===== src/rtl/ram_access_arbiter_pkg.sv =====
// Shared types and encodings for the RAM access arbiter: FSM states,
// access size codes and read/write direction.
package ram_access_arbiter_pkg;

  typedef enum logic [1:0] {
    IDLE   = 2'd0,
    ACCESS = 2'd1,
    ACK    = 2'd2
  } state_t;

  localparam logic [1:0] SZ_BYTE = 2'b00;
  localparam logic [1:0] SZ_HALF = 2'b01;
  localparam logic [1:0] SZ_WORD = 2'b10;

  localparam logic RW_READ  = 1'b1;
  localparam logic RW_WRITE = 1'b0;

  // Requester slots in the req/gnt vectors.
  localparam int REQ_IF = 0;
  localparam int REQ_DU = 1;

  // The reserved size code 11 is carried onto the RAM bus as a plain word.
  function automatic logic [1:0] norm_size(input logic [1:0] sz);
    return (sz == 2'b11) ? SZ_WORD : sz;
  endfunction

  function automatic int cnt_width(input int wait_cycles);
    return (wait_cycles > 0) ? $clog2(wait_cycles + 1) : 1;
  endfunction

endpackage


===== src/rtl/ram_access_arbiter_rr.sv =====
// Two-requester round-robin arbiter. Grant is combinational; the pointer
// moves to the requester that lost each granted arbitration.
module rr_arbiter_2 (
  input  logic       clk,
  input  logic       reset,
  input  logic [1:0] req,
  input  logic       advance,
  output logic [1:0] gnt
);

  // r_ptr = 0 favours fetch (req[0]), 1 favours the data unit (req[1]).
  logic r_ptr;

  // NOTE: every output of a combinational block gets a default first so no
  // path through it can leave a value unassigned and infer a latch.
  always_comb begin
    gnt = req;
    if (req == 2'b11) begin
      gnt = r_ptr ? 2'b10 : 2'b01;
    end
  end

  // NOTE: sequential state uses non-blocking assignments only, so every
  // flop samples pre-edge values regardless of block ordering.
  always_ff @(posedge clk or negedge reset) begin
    if (!reset) begin
      r_ptr <= 1'b0;
    end else if (advance && (gnt != 2'b00)) begin
      r_ptr <= gnt[0];
    end
  end

endmodule


===== src/rtl/ram_access_arbiter.sv =====
// Shared-RAM sequencer: arbitrates fetch and data-unit MFA/MOC handshakes,
// drives the RAM bus for WAIT_CYCLES+1 cycles and returns registered read data.
module ram_access_arbiter
  import ram_access_arbiter_pkg::*;
#(
  parameter int ADDR_W      = 8,
  parameter int WAIT_CYCLES = 2
) (
  input  logic              clk,
  input  logic              reset,
  input  logic              if_mfa,
  input  logic [ADDR_W-1:0] if_addr,
  output logic              if_moc,
  output logic [31:0]       if_rdata,
  input  logic              du_mfa,
  input  logic              du_rw,
  input  logic [1:0]        du_size,
  input  logic [ADDR_W-1:0] du_addr,
  input  logic [31:0]       du_wdata,
  output logic              du_moc,
  output logic [31:0]       du_rdata,
  output logic              ram_en,
  output logic              ram_rw,
  output logic [1:0]        ram_size,
  output logic [ADDR_W-1:0] ram_addr,
  output logic [31:0]       ram_wdata,
  input  logic [31:0]       ram_rdata
);

  localparam int              CNT_W    = cnt_width(WAIT_CYCLES);
  localparam logic [CNT_W-1:0] CNT_LOAD = CNT_W'(WAIT_CYCLES);

  state_t             r_state;
  state_t             w_state_nxt;
  logic [CNT_W-1:0]   r_cnt;
  logic               r_sel_du;
  logic               r_ram_en;
  logic               r_ram_rw;
  logic [1:0]         r_ram_size;
  logic [ADDR_W-1:0]  r_ram_addr;
  logic [31:0]        r_ram_wdata;
  logic [31:0]        r_if_rdata;
  logic [31:0]        r_du_rdata;

  logic [1:0]         w_gnt;
  logic               w_grant;
  logic               w_done;
  logic               w_sel_mfa;

  rr_arbiter_2 u_rr (
    .clk     (clk),
    .reset   (reset),
    .req     ({du_mfa, if_mfa}),
    .advance (w_grant),
    .gnt     (w_gnt)
  );

  always_comb begin
    w_state_nxt = r_state;
    w_grant     = 1'b0;
    w_done      = 1'b0;
    w_sel_mfa   = r_sel_du ? du_mfa : if_mfa;
    unique case (r_state)
      IDLE: begin
        if (w_gnt != 2'b00) begin
          w_grant     = 1'b1;
          w_state_nxt = ACCESS;
        end
      end
      ACCESS: begin
        if (r_cnt == '0) begin
          w_done      = 1'b1;
          w_state_nxt = ACK;
        end
      end
      ACK: begin
        // Only the granted requester's MFA can release the handshake.
        if (!w_sel_mfa) begin
          w_state_nxt = IDLE;
        end
      end
      default: w_state_nxt = IDLE;
    endcase
  end

  always_ff @(posedge clk or negedge reset) begin
    if (!reset) begin
      r_state <= IDLE;
    end else begin
      r_state <= w_state_nxt;
    end
  end

  // Bus fields are captured once at grant, so requester-side changes during
  // ACCESS cannot reach the RAM.
  always_ff @(posedge clk or negedge reset) begin
    if (!reset) begin
      r_sel_du    <= 1'b0;
      r_cnt       <= '0;
      r_ram_en    <= 1'b0;
      r_ram_rw    <= 1'b0;
      r_ram_size  <= 2'b00;
      r_ram_addr  <= '0;
      r_ram_wdata <= '0;
    end else if (w_grant) begin
      r_sel_du <= w_gnt[REQ_DU];
      r_cnt    <= CNT_LOAD;
      r_ram_en <= 1'b1;
      if (w_gnt[REQ_DU]) begin
        r_ram_rw    <= du_rw;
        r_ram_size  <= norm_size(du_size);
        r_ram_addr  <= du_addr;
        r_ram_wdata <= du_wdata;
      end else begin
        r_ram_rw    <= RW_READ;
        r_ram_size  <= SZ_WORD;
        r_ram_addr  <= if_addr;
        r_ram_wdata <= '0;
      end
    end else if (w_done) begin
      r_ram_en <= 1'b0;
    end else if (r_state == ACCESS) begin
      r_cnt <= r_cnt - CNT_W'(1);
    end
  end

  // Read data lands on the last ram_en cycle; writes leave both registers alone.
  always_ff @(posedge clk or negedge reset) begin
    if (!reset) begin
      r_if_rdata <= '0;
      r_du_rdata <= '0;
    end else if (w_done && (r_ram_rw == RW_READ)) begin
      if (r_sel_du) begin
        r_du_rdata <= ram_rdata;
      end else begin
        r_if_rdata <= ram_rdata;
      end
    end
  end

  assign if_moc    = (r_state == ACK) && !r_sel_du;
  assign du_moc    = (r_state == ACK) &&  r_sel_du;
  assign if_rdata  = r_if_rdata;
  assign du_rdata  = r_du_rdata;
  assign ram_en    = r_ram_en;
  assign ram_rw    = r_ram_rw;
  assign ram_size  = r_ram_size;
  assign ram_addr  = r_ram_addr;
  assign ram_wdata = r_ram_wdata;

endmodule


===== config.mk =====
export PLATFORM = sky130hd
export DESIGN_NAME = ram_access_arbiter
export DESIGN_NICKNAME = d
export VERILOG_FILES = /design/src/rtl/ram_access_arbiter_pkg.sv /design/src/rtl/ram_access_arbiter_rr.sv /design/src/rtl/ram_access_arbiter.sv
export SDC_FILE = /design/constraint.sdc
export NUM_CORES = 1
export LEC_CHECK = 0
export ABC_AREA = 1
export ABC_CLOCK_PERIOD_IN_PS = 3850
export BUFFER_PORTS_ARGS = -buffer_cell sky130_fd_sc_hd__buf_4
export CAP_MARGIN = 0
export CORE_MARGIN = 2
export CORE_UTILIZATION = 40
export CTS_CLUSTER_SIZE = 14
export DETAILED_ROUTE_END_ITERATION = 8
export GPL_TIMING_DRIVEN = 0
export PLACE_DENSITY = 0.77
export SLEW_MARGIN = 0
export SYNTH_ARGS = -nofsm -noshare
export SYNTH_HDL_FRONTEND = slang
export SYNTH_SLANG_ARGS = --single-unit
export TNS_END_PERCENT = 10

===== constraint.sdc =====
create_clock -name clk -period 3.85 [get_ports clk]
set_clock_uncertainty 0.05 [all_clocks]
set_input_delay 0.1925 -clock clk [delete_from_list [all_inputs] [get_ports clk]]
set_output_delay 0.1925 -clock clk [all_outputs]
set_load 0.02 [all_outputs]

Word level (Yosys, flattened, before mapping)
Cells that the tools add are included.
{ "totals": {"regBits": 114, "input_bits": 87, "out_inout_bits": 110, "wordCells": 56} }
{ "classes": {"addsub": 1, "n_eq_ne": 8, "muxes": 21, "bitwise": 1, "n_reduce_logical": 14} }
{ "op_table": {"columns": ["cell", "count"], "rows": [
  ["2-to-1 mux 32 bit", 1],
  ["2-to-1 mux 2 bit", 10],
  ["2-to-1 mux 1 bit", 8],
  ["2-to-1 mux 8 bit", 1],
  ["== test 2 bit (second input constant)", 3],
  ["!= test 2 bit (second input constant)", 3],
  ["one-hot mux 2 bit (3 select lines)", 1],
  ["AND reduction 2 bit", 3],
  ["nonzero test 2 bit", 3],
  ["logical AND 1 bit", 4],
  ["logical NOT 2 bit", 2],
  ["AND reduction 3 bit", 1],
  ["== test 2 x 1 -> 1 bit (second input constant)", 1],
  ["!= test 2 x 1 -> 1 bit (second input constant)", 1],
  ["subtractor 2 x 1 -> 2 bit (second input constant)", 1],
  ["logical NOT 1 bit", 1],
  ["NOT 1 bit", 1]
]} }

Depth between registers and ports, before layout
{ "depth": {"depth_word": 7, "depth_mapped": 7} }

By module
From an unflattened synthesis, not the netlist that was laid out.
{ "unflattened": {"hier_cells": 521, "hier_area_um2": 4628.2} }
{ "by_module_without_submodules": {"columns": ["module", "instances", "cells_per_inst", "area_each_um2"], "rows": [
  ["ram_access_arbiter", 1, 513, 4568.1],
  ["rr_arbiter_2", 1, 8, 60.1]
]} }

Least setup slack after synthesis
Ideal clock, no wire load.
{ "synth_timing": {"path_kind": "register -> register", "startpoint": "reg r_cnt[0]", "endpoint": "reg r_du_rdata[10] (netlist: du_rdata[10])", "setup_time_ns": 0.066, "arrival_ns": 1.290, "t_required_ns": 3.734, "path_slack_ns": 2.444, "path_stages_with_launch": 8, "path_cell_list": "dfrtp_1 inv_1 ha_1 nand3_2 nor2_4 buf_6 nand3_1 nand2_1"} }
{ "synth_via": {"elab_chain_cells": 5} }
{ "synth_rtl": {"columns": ["item", "line", "text"], "rows": [
  ["from (decl)", "ram_access_arbiter.sv:35", "logic [CNT_W-1:0] r_cnt;"],
  ["from (signal assigned)", "ram_access_arbiter.sv:123", "r_cnt <= r_cnt - CNT_W'(1);"],
  ["logical NOT 2 bit", "ram_access_arbiter.sv:71", "if (r_cnt == '0) begin"],
  ["2-to-1 mux 1 bit", "ram_access_arbiter.sv:71", null],
  ["2-to-1 mux 1 bit", "ram_access_arbiter.sv:63", "unique case (r_state)"],
  ["logical AND 1 bit", "ram_access_arbiter.sv:132", "end else if (w_done && (r_ram_rw == RW_READ)) begin"],
  ["AND reduction 2 bit (no line)", null, null],
  ["to (signal assigned)", "ram_access_arbiter.sv:134", "r_du_rdata <= ram_rdata;"],
  ["to (decl)", "ram_access_arbiter.sv:43", "logic [31:0] r_du_rdata;"]
]} }
No other way between the ends.
A chain may end at the register's enable or synchronous reset.

Worst setup path after layout
{ "layout_timing": {"startpoint": "reg r_cnt[0]", "endpoint": "reg r_du_rdata[18] (netlist: du_rdata[18])"} }
Same word-level chain as after synthesis.

==> results.cfg <==
[power_and_ir_drop]
p_total_mw = 6.76
p_switching_mw = 2.68
p_per_area_nw_per_um2 = 881
p_seq_frac = 0.318
combPwrFrac = 0.439
cell_internal_pwr_mw = 4.08
pwr-share-clk = 0.243
power_leakage_nw = 4.17
p_sw_frac = 0.397
vdd_drop_max_mv = 0.547

[cts]
clk_latency_ns = 0.40
cts_buffers = 17
cts_setup_buffers = 0
clockRootBuffer = clkbuf_16
cts.sinks = 114
cts.htree.levels = 4
clk_pin_slew_ns = 0.05
hold_buffers = 66
tritoncts = done
clockBufferDepth = 2
cts_resized = 0

[placement]
dp_slack_ns = 2.22
port_buffers = 196
place.gp.congestion = 0.796
dp.final_hpwl_um = 9170
place_inst = 882
dpl-instance-area_um2 = 6350

[critical_path]
r2r_cells = 7
reg2reg_setup_slack_ns = 2.19
r2r_end = du_rdata[18]$_DFFE_PN0P_
worstPathArrival_ns = 1.94
critPathKind = reg2reg
worstPathMaxFanout = 10
end_kind = register
required_ns = 4.13
reg2reg_from = r_cnt[0]$_DFFE_PN0P_
cp-start-kind = register

[global_routing]
grt_max_degree = 115
grt_pass1_wl_um = 23100
grt_util_all_layers = 0.231
antenna_found_initial = 0
grt-ovfl-total = 0
grt_pass1_vias = 4953

[sta]
finalSetupViolCount = 0
slew_headroom = 0.685
worst_pin_slew_ns = 0.473
report.final.hold_viol_count = 0
whs_ns = 0.0300
rsz0062_at_grt = false
maxSlewViolCount = 0
fin_crit_ns = 1.66
fin_crit_sh = 0.430
setup_slack_ns = 2.19
fmax_mhz = 604
fin_setup_tns_ns = 0

[flow_run]
maxCapViolations = 0

[final_layout]
fin_nets = 914
area_delta_synth_final_pct = 63.4
layout-drive-gt1-share = 0.308
post-route-cell-area_um2 = 7680
antenna_cells = 0
fin_util = 0.672
final_cells = 982

[status]
outcome = finished, final reports clean

[min_path]
hold_depth = 3
min_path_type = in2reg
min_from = ram_rdata[20]
hold_path_end = if_rdata[20]$_DFFE_PN0P_

[detailed_routing]
vias_per_cell = 4.78
firstDrtPassIters = 4
drcViolationCount = 0
drt_iter0_drc = 390
postRouteAntennaNets = 0
wl_per_cell_um = 14.3
wirelength_um = 14000
vias = 4691

[floorplanning]
ios = 197
fp.dieW_um = 112
die_y_um = 112
start_util = 0.411
core-area_um2 = 11400
dieArea_um2 = 12600
num_rows = 39

[synthesis]
yosysTopAreaCellShare = 0.607
synth-seq-cells = 114
synthDistinctLibCells = 20
synth_edf_count = 0
yosys-top-cells-area = dfrtp_1 (61%), nand2_1 (21%), nand3_1 (9.0%)
synth.most_common_cell = nand2_1
syn_nets = 631
ys_seq_area_frac = 0.607
synth.avg_cell_area_um2 = 8.65
ys_top_cells_by_count = nand2_1 (266), dfrtp_1 (114), nand3_1 (84), inv_1 (24), buf_2 (10)
synthCells = 543
synth-warning-count = 0
synth_flop_cell = dfrtp_1
synth_area_um2 = 4700
ys_async_sr_fraction = 1.00
yosys.area.top_type = dfrtp_1
==> cell families after synthesis <==
family / Yosys count / share of synthesized area
buffers and inverters: 57 / 0.0618
adders and majority gates: 1 / 0.00266
DFF: 114 / 0.607
AOI/OAI and AO/OA: 5 / 0.00613
and+or+nand+nor: 366 / 0.322
==> layout by cell type (no fill, tap or decap), drive strengths merged <==
master       Yosys  layout
nand4            2       2
nand3           85      85
dlygate4sd3      0      67
nor3             1       1
dfrtp          114     114
nand2          267     267
clkinvlp         0       4
nand3b           1       1
bufinv           0       4
inv             27      27
clkbuf           9      27
o21ai            4       4
ha               1       1
buf             21     218
a21oi            1       1
clkinv           0       6
nor2            10      10
==> power groups by stage <==
stage          clock (mW)  combinational [mW]  sequential (mW)
6_report             1.64                2.97             2.15
5_1_grt              1.73                3.24             2.21
4_1_cts              1.67                2.97             2.14
3_5_place_dp            0                2.92             2.15
3_3_place_gp            0                2.84             2.13
2_1_floorplan           0               0.955             2.78
==> worst max-delay path by stage <==
stage / start / to / slack, ns / depth (start not counted)
after floorplan: r_cnt[0]$_DFFE_PN0P_ / du_rdata[10]$_DFFE_PN0P_ / 2.44 / 7
after global placement: r_cnt[0]$_DFFE_PN0P_ / du_rdata[18]$_DFFE_PN0P_ / 2.26 / 7
after detailed placement: r_cnt[0]$_DFFE_PN0P_ / du_rdata[23]$_DFFE_PN0P_ / 2.22 / 6
after CTS: r_sel_du$_DFFE_PN0P_ / du_moc / 2.18 / 4
after global routing: r_sel_du$_DFFE_PN0P_ / du_moc / 2.08 / 4
final: r_cnt[0]$_DFFE_PN0P_ / du_rdata[18]$_DFFE_PN0P_ / 2.19 / 7
==> worst max-delay path, cell delays in order (launching register included) <==
cell,delay [ns]
dfrtp_1,0.37
inv_1,0.07
ha_1,0.25
nand3_2,0.14
nor2_4,0.30
buf_6,0.19
nand3_1,0.10
nand2_1,0.10
==> layer usage <==
| layer | routed length [µm] | global-route usage |
|---|---|---|
| met1 | 5800 | 0.274 |
| met2 | 6860 | 0.390 |
| met3 | 1030 | 0.0691 |
| met4 | 314 | 0.0984 |
| met5 | 0 | 0 |
==> area by class of cell <==
| type | count | area, µm² |
|---|---|---|
| well taps | 143 | 179 |
| inverters | 27 | 101 |
| fillers | 880 | 3740 |
| multi-input cells | 372 | 1550 |
| clock buffers | 18 | 439 |
| repair buffers | 264 | 2170 |
| plain buffers | 30 | 189 |
| clock inverters | 14 | 188 |
| flip-flops and latches | 114 | 2850 |
==> flip-flops by register name, indices dropped and copies added (netlist names) <==
name,count
du_rdata,32
if_rdata,32
ram_wdata,32
ram_addr,8
r_cnt,2
r_state,2
ram_size,2
r_sel_du,1
ram_en,1
ram_rw,1
u_rr.r_ptr,1
Note: power is estimated with default switching activity, not from simulation.
